===== src/rtl/incr_share_arb.sv =====
// incr_share_arb
//   Shares one W-bit incrementer among N requesters. A round-robin arbiter
//   picks at most one valid request per cycle. It computes x+1 mod 2^W and
//   holds the result in a single response register. The response is tagged
//   with the requester index and a wrap flag.
//
// Ports
//   clk      : clock, all state updates on the rising edge
//   rst      : synchronous, active-high reset
//   req_vld  : [N]   per-requester request valid
//   req_x    : [N*W] per-requester operand, requester i at bits [i*W +: W]
//   req_rdy  : [N]   per-requester accept strobe (one-hot or zero, combinational)
//   rsp_vld  : response valid
//   rsp_y    : [W]   incremented operand
//   rsp_id   : [$clog2(N)] index of the requester that produced rsp_y
//   rsp_ovf  : operand was all-ones and the result wrapped to zero
//   rsp_rdy  : response consumer ready
module incr_share_arb #(
    parameter  int N  = 4,
    parameter  int W  = 32,
    localparam int IW = $clog2(N)
) (
    input  logic           clk,
    input  logic           rst,
    input  logic [N-1:0]   req_vld,
    input  logic [N*W-1:0] req_x,
    output logic [N-1:0]   req_rdy,
    output logic           rsp_vld,
    output logic [W-1:0]   rsp_y,
    output logic [IW-1:0]  rsp_id,
    output logic           rsp_ovf,
    input  logic           rsp_rdy
);

    logic          rsp_vld_q, rsp_vld_d;
    logic [W-1:0]  rsp_y_q,   rsp_y_d;
    logic [IW-1:0] rsp_id_q,  rsp_id_d;
    logic          rsp_ovf_q, rsp_ovf_d;
    logic [IW-1:0] ptr_q,     ptr_d;

    logic          free;
    logic          any_req;
    logic          accept;
    logic          found;
    int            cand;
    logic [IW-1:0] gnt_idx;
    logic [N-1:0]  gnt_oh;
    logic [IW-1:0] ptr_nxt;

    logic [W-1:0]  op_x;
    logic [W-1:0]  inc_mask;
    logic [W-1:0]  inc_y;
    logic          inc_ovf;
    logic          carry;

    // The response slot can take a new result when it is empty or being drained.
    assign free    = ~rsp_vld_q | rsp_rdy;
    assign any_req = |req_vld;
    assign accept  = free & any_req & ~rst;

    // Cyclic search starting at ptr_q. The first hit wins.
    always_comb begin
        found   = 1'b0;
        gnt_idx = '0;
        cand    = 0;
        for (int k = 0; k < N; k++) begin
            cand = int'(ptr_q) + k;
            if (cand >= N) begin
                cand = cand - N;
            end
            if (!found && req_vld[cand]) begin
                found   = 1'b1;
                gnt_idx = IW'(cand);
            end
        end
    end

    always_comb begin
        gnt_oh          = '0;
        gnt_oh[gnt_idx] = 1'b1;
    end

    assign req_rdy = accept ? gnt_oh : '0;

    assign ptr_nxt = (gnt_idx == IW'(N - 1)) ? '0 : gnt_idx + 1'b1;

    assign op_x = req_x[gnt_idx*W +: W];

    // Incrementer built as find-first-zero. Every bit up to and including the
    // lowest zero flips. A carry out of the top bit means the operand was
    // all-ones, so the result wraps to zero.
    always_comb begin
        carry    = 1'b1;
        inc_mask = '0;
        for (int b = 0; b < W; b++) begin
            inc_mask[b] = carry;
            carry       = carry & op_x[b];
        end
    end

    assign inc_y   = op_x ^ inc_mask;
    assign inc_ovf = carry;

    always_comb begin
        rsp_vld_d = rsp_vld_q;
        rsp_y_d   = rsp_y_q;
        rsp_id_d  = rsp_id_q;
        rsp_ovf_d = rsp_ovf_q;
        ptr_d     = ptr_q;
        if (accept) begin
            // A drain and a refill can happen in the same cycle, so there is no bubble.
            rsp_vld_d = 1'b1;
            rsp_y_d   = inc_y;
            rsp_id_d  = gnt_idx;
            rsp_ovf_d = inc_ovf;
            ptr_d     = ptr_nxt;
        end else if (rsp_vld_q && rsp_rdy) begin
            rsp_vld_d = 1'b0;
        end
    end

    always_ff @(posedge clk) begin
        if (rst) begin
            rsp_vld_q <= 1'b0;
            rsp_y_q   <= '0;
            rsp_id_q  <= '0;
            rsp_ovf_q <= 1'b0;
            ptr_q     <= '0;
        end else begin
            rsp_vld_q <= rsp_vld_d;
            rsp_y_q   <= rsp_y_d;
            rsp_id_q  <= rsp_id_d;
            rsp_ovf_q <= rsp_ovf_d;
            ptr_q     <= ptr_d;
        end
    end

    assign rsp_vld = rsp_vld_q;
    assign rsp_y   = rsp_y_q;
    assign rsp_id  = rsp_id_q;
    assign rsp_ovf = rsp_ovf_q;

    a_rdy_onehot0 : assert property (@(posedge clk) disable iff (rst)
        $onehot0(req_rdy));

    a_rdy_implies_vld : assert property (@(posedge clk) disable iff (rst)
        (req_rdy & ~req_vld) == '0);

    a_rsp_stable : assert property (@(posedge clk) disable iff (rst)
        (rsp_vld && !rsp_rdy) |=> (rsp_vld && $stable(rsp_y) && $stable(rsp_id) && $stable(rsp_ovf)));

endmodule


===== config.mk =====
export PLATFORM = sky130hd
export DESIGN_NAME = incr_share_arb
export DESIGN_NICKNAME = d
export VERILOG_FILES = /design/src/rtl/incr_share_arb.sv
export SDC_FILE = /design/constraint.sdc
export NUM_CORES = 1
export LEC_CHECK = 0
export CORE_MARGIN = 3
export CORE_UTILIZATION = 39
export CTS_CLUSTER_SIZE = 10
export DETAILED_ROUTE_END_ITERATION = 12
export GPL_ROUTABILITY_DRIVEN = 0
export GPL_TIMING_DRIVEN = 0
export HOLD_SLACK_MARGIN = 0.1
export PLACE_DENSITY = 0.87
export SLEW_MARGIN = 30
export SYNTH_ARGS = -nofsm -noshare
export SYNTH_HDL_FRONTEND = slang
export SYNTH_SLANG_ARGS = --single-unit

===== constraint.sdc =====
create_clock -name clk -period 10.6 [get_ports clk]
set_input_delay 1.59 -clock clk [delete_from_list [all_inputs] [get_ports clk]]
set_output_delay 1.59 -clock clk [all_outputs]
set_load 0.02 [all_outputs]

==> impl_metrics.tcl <==
set metrics [dict create \
    post-route-period-util_pct 92.87 \
    p_sw_share_pct 34.49 \
    nNetsFinal 677 \
    synth_edf_count 0 \
    initial_core_util_pct 40.93 \
    clk_latency_ns 0.29 \
    p_int_uw 457.6 \
    hold_class "reg -> reg" \
    hold_viol 0 \
    drive_gt1_share_pct 4.134 \
    required_ns 10.77 \
    n_antenna_cell 0 \
    crit_path_top_delay_cell "clkdlybuf4s50_1" \
    dpl.cell_count 599 \
    ctsHoldBuffers 0 \
    grt.total_usage_pct 22.37 \
    power_density_mw_per_mm2 139.0 \
    max-cap-violations 0 \
    syn-num-nets 496 \
    dp_slack_ns 0.3829 \
    ir_drop_mv 0.09723 \
    synth.top_cell.area_share_pct 31.19 \
    ys.flop_type "dfxtp_1" \
    clockPowerShare_pct 21.9 \
    cpLargestDelayFamily "adder cells" \
    slew_viol_final 0 \
    ys_seq_area_share_pct 25.22 \
    synth.most_common_cell "mux2i_1" \
    fin_ws_ns 0.7554 \
    yosysTopAreaCell "mux2i_1" \
    routedWlPerCell_um 16.70 \
    die_x_um 93.95 \
    cts_tree "done" \
    cts_buffers 5 \
    vias_per_cell 5.021 \
    synthTopCellsByArea "mux2i_1 (31%), dfxtp_1 (25%), ha_1 (15%)" \
    first_iter_violations 72 \
    rsz0062_at_grt "no" \
    synth.ff_latch_count 38 \
    cp_max_fo 10 \
    globalRouteOverflowTotal 0 \
    relSlewSlack_pct 59.35 \
    core_mm2 0.007370 \
    timing.critical_path.mode_cell "ha_1" \
    p_switching_uw 241.0 \
    tightest_slew_ns 0.6064 \
    dp_hpwl_mm 8.552 \
    wl_mm 10.14 \
    vias 3048 \
    setup_viol 0 \
    fp.dieArea_mm2 0.008827 \
    ys_types 27 \
    layoutNonFillerInstCount 607 \
    critPathCaptureType "flip-flop" \
    timing.fmax_ghz 0.1016 \
    cts_num_sinks 38 \
    ant_nets 0 \
    yosysWarningCount 0 \
    cp.arrival_ns 10.01 \
    num_io_pins 175 \
    grt_max_degree 13 \
    synthTopCellsByCount "mux2i_1 (94), dfxtp_1 (38), o21ai_0 (37), ha_1 (35), nand2b_1 (34)" \
    period_needed_ns 9.845 \
    htreeDepth 2 \
    path_class "in -> reg" \
    comb_power_share_pct 51.1 \
    synth_cells 326 \
    cts_setup_buffers 0 \
    clk_pin_slew_ns 0.08 \
    cts-root-buf "clkbuf_8" \
    drc 0 \
    cp-start-kind "input port" \
    setup-tns-final_ns 0 \
    sequentialPowerShare_pct 27.0 \
    cts_resized 0 \
    p_leak_nw 2.087 \
    status "finished, final reports clean" \
    port_buffers 174 \
    syn_area_mm2 0.003017 \
    skew_ns 0.005799 \
    grt_pass1_vias 3188 \
    ys_async_sr_fraction_pct 0 \
    critPathBufInv 4 \
    first_pass_iters 4 \
    postLayoutCoreUtil_pct 68.18 \
    die_h_um 93.95 \
    rows 31 \
    synth.avg_cell_area_um2 9.254 \
    antenna_found_initial 0 \
    cp_slowest_stage_delay_ns 0.53 \
    area_growth_pct 66.57 \
    grt_first_pass_wirelength_mm 15.30 \
    clockBufferDepth 2 \
]
## layout by cell type, fill, tap and decap left out, types with 2 or more instances in the layout
cell type and instances:
clkbuf_1 12, ha_1 35, nand3b_1 2, clkbuf_8 6
dfxtp_1 38, inv_1 4, nor3b_1 2, nor2b_1 2
buf_6 6, nor2_1 3, nand2b_1 34, bufinv_16 2
clkdlybuf4s50_1 174, o21ai_0 37, mux2i_1 94, and2_1 4
a21oi_1 4, nand2_1 33, a221oi_1 2, buf_2 4
## power by group through the flow
stage	logic, mW	clock network [mW]	registers (mW)
final	0.357	0.153	0.188
after global routing	0.386	0.161	0.191
after CTS	0.361	0.155	0.188
after detailed placement	0.360	0	0.191
after global placement	0.350	0	0.190
after floorplan	0.173	0	0.221
## worst paths after layout
path | slack [ns] | cells past startpoint | endpoint | from
hold reg to reg | 0.47 | 2 | rsp_y[19]$_SDFFE_PP0P_ | rsp_y[19]$_SDFFE_PP0P_
setup reg to reg | 2.18 | 40 | rsp_y[31]$_SDFFE_PP0P_ | ptr_q[1]$_SDFFE_PP0P_
setup / recovery | 0.76 | 41 | rsp_y[31]$_SDFFE_PP0P_ | req_vld[1]
hold / removal | 0.47 | 2 | rsp_y[19]$_SDFFE_PP0P_ | rsp_y[19]$_SDFFE_PP0P_
## cell type report
| class | count | area [µm²] |
|---|---|---|
| well taps | 99 | 123.9 |
| fillers | 610 | 2345 |
| clock inverters | 2 | 60.06 |
| flip-flops and latches | 38 | 760.7 |
| clock buffers | 6 | 82.58 |
| inverters | 5 | 31.28 |
| plain buffers | 22 | 132.6 |
| multi-input cells | 261 | 2092 |
| repair buffers | 174 | 1742 |
## tightest hold or removal path, stage by stage, from the launching register on
cell	delay [ns]
dfxtp_1	0.31
nand2b_1	0.06
o21ai_0	0.06
## state kept, by name (all words and copies together), names as in the netlist
name     cells
rsp_y       32
rsp_id       2
rsp_vld      1
ptr_q        2
rsp_ovf      1
## cells by family (layout without fill, tap and decap cells)
logic type               Yosys count  count (layout)  share of synthesized area, %
buffers and inverters             27             209                         5.433
flip-flops                        38              38                         25.22
AO/OA/AOI/OAI                     48              48                         8.752
multiplexers                      94              94                         31.19
adder cells (fa/ha/maj)           35              35                         14.52
AND/OR/NAND/NOR                   84              84                         14.89
## routing by layer
| layer | track usage (%) | share of wire (%) | vias up |
|---|---|---|---|
| met5 | 0 | 0 | - |
| met2 | 42.11 | 52 | 114 |
| met1 | 24.24 | 38 | 1407 |
| met4 | 6.258 | 2.0 | 0 |
| li1 | - | - | 1511 |
| met3 | 6.090 | 7.7 | 16 |
## per-stage QoR
step / instance area, µm² / hold WS (ns) / total power [mW]
2_1_floorplan: 3017 / 0.4808 / 0.3946
3_3_place_gp: 4882 / 0.4613 / 0.5403
3_5_place_dp: 4882 / 0.4633 / 0.5506
4_1_cts: 5025 / 0.4764 / 0.7045
5_1_grt: 5025 / 0.4951 / 0.7386
6_report: 5025 / 0.4732 / 0.6986
No activity file was read; power rests on OpenSTA's default activity.
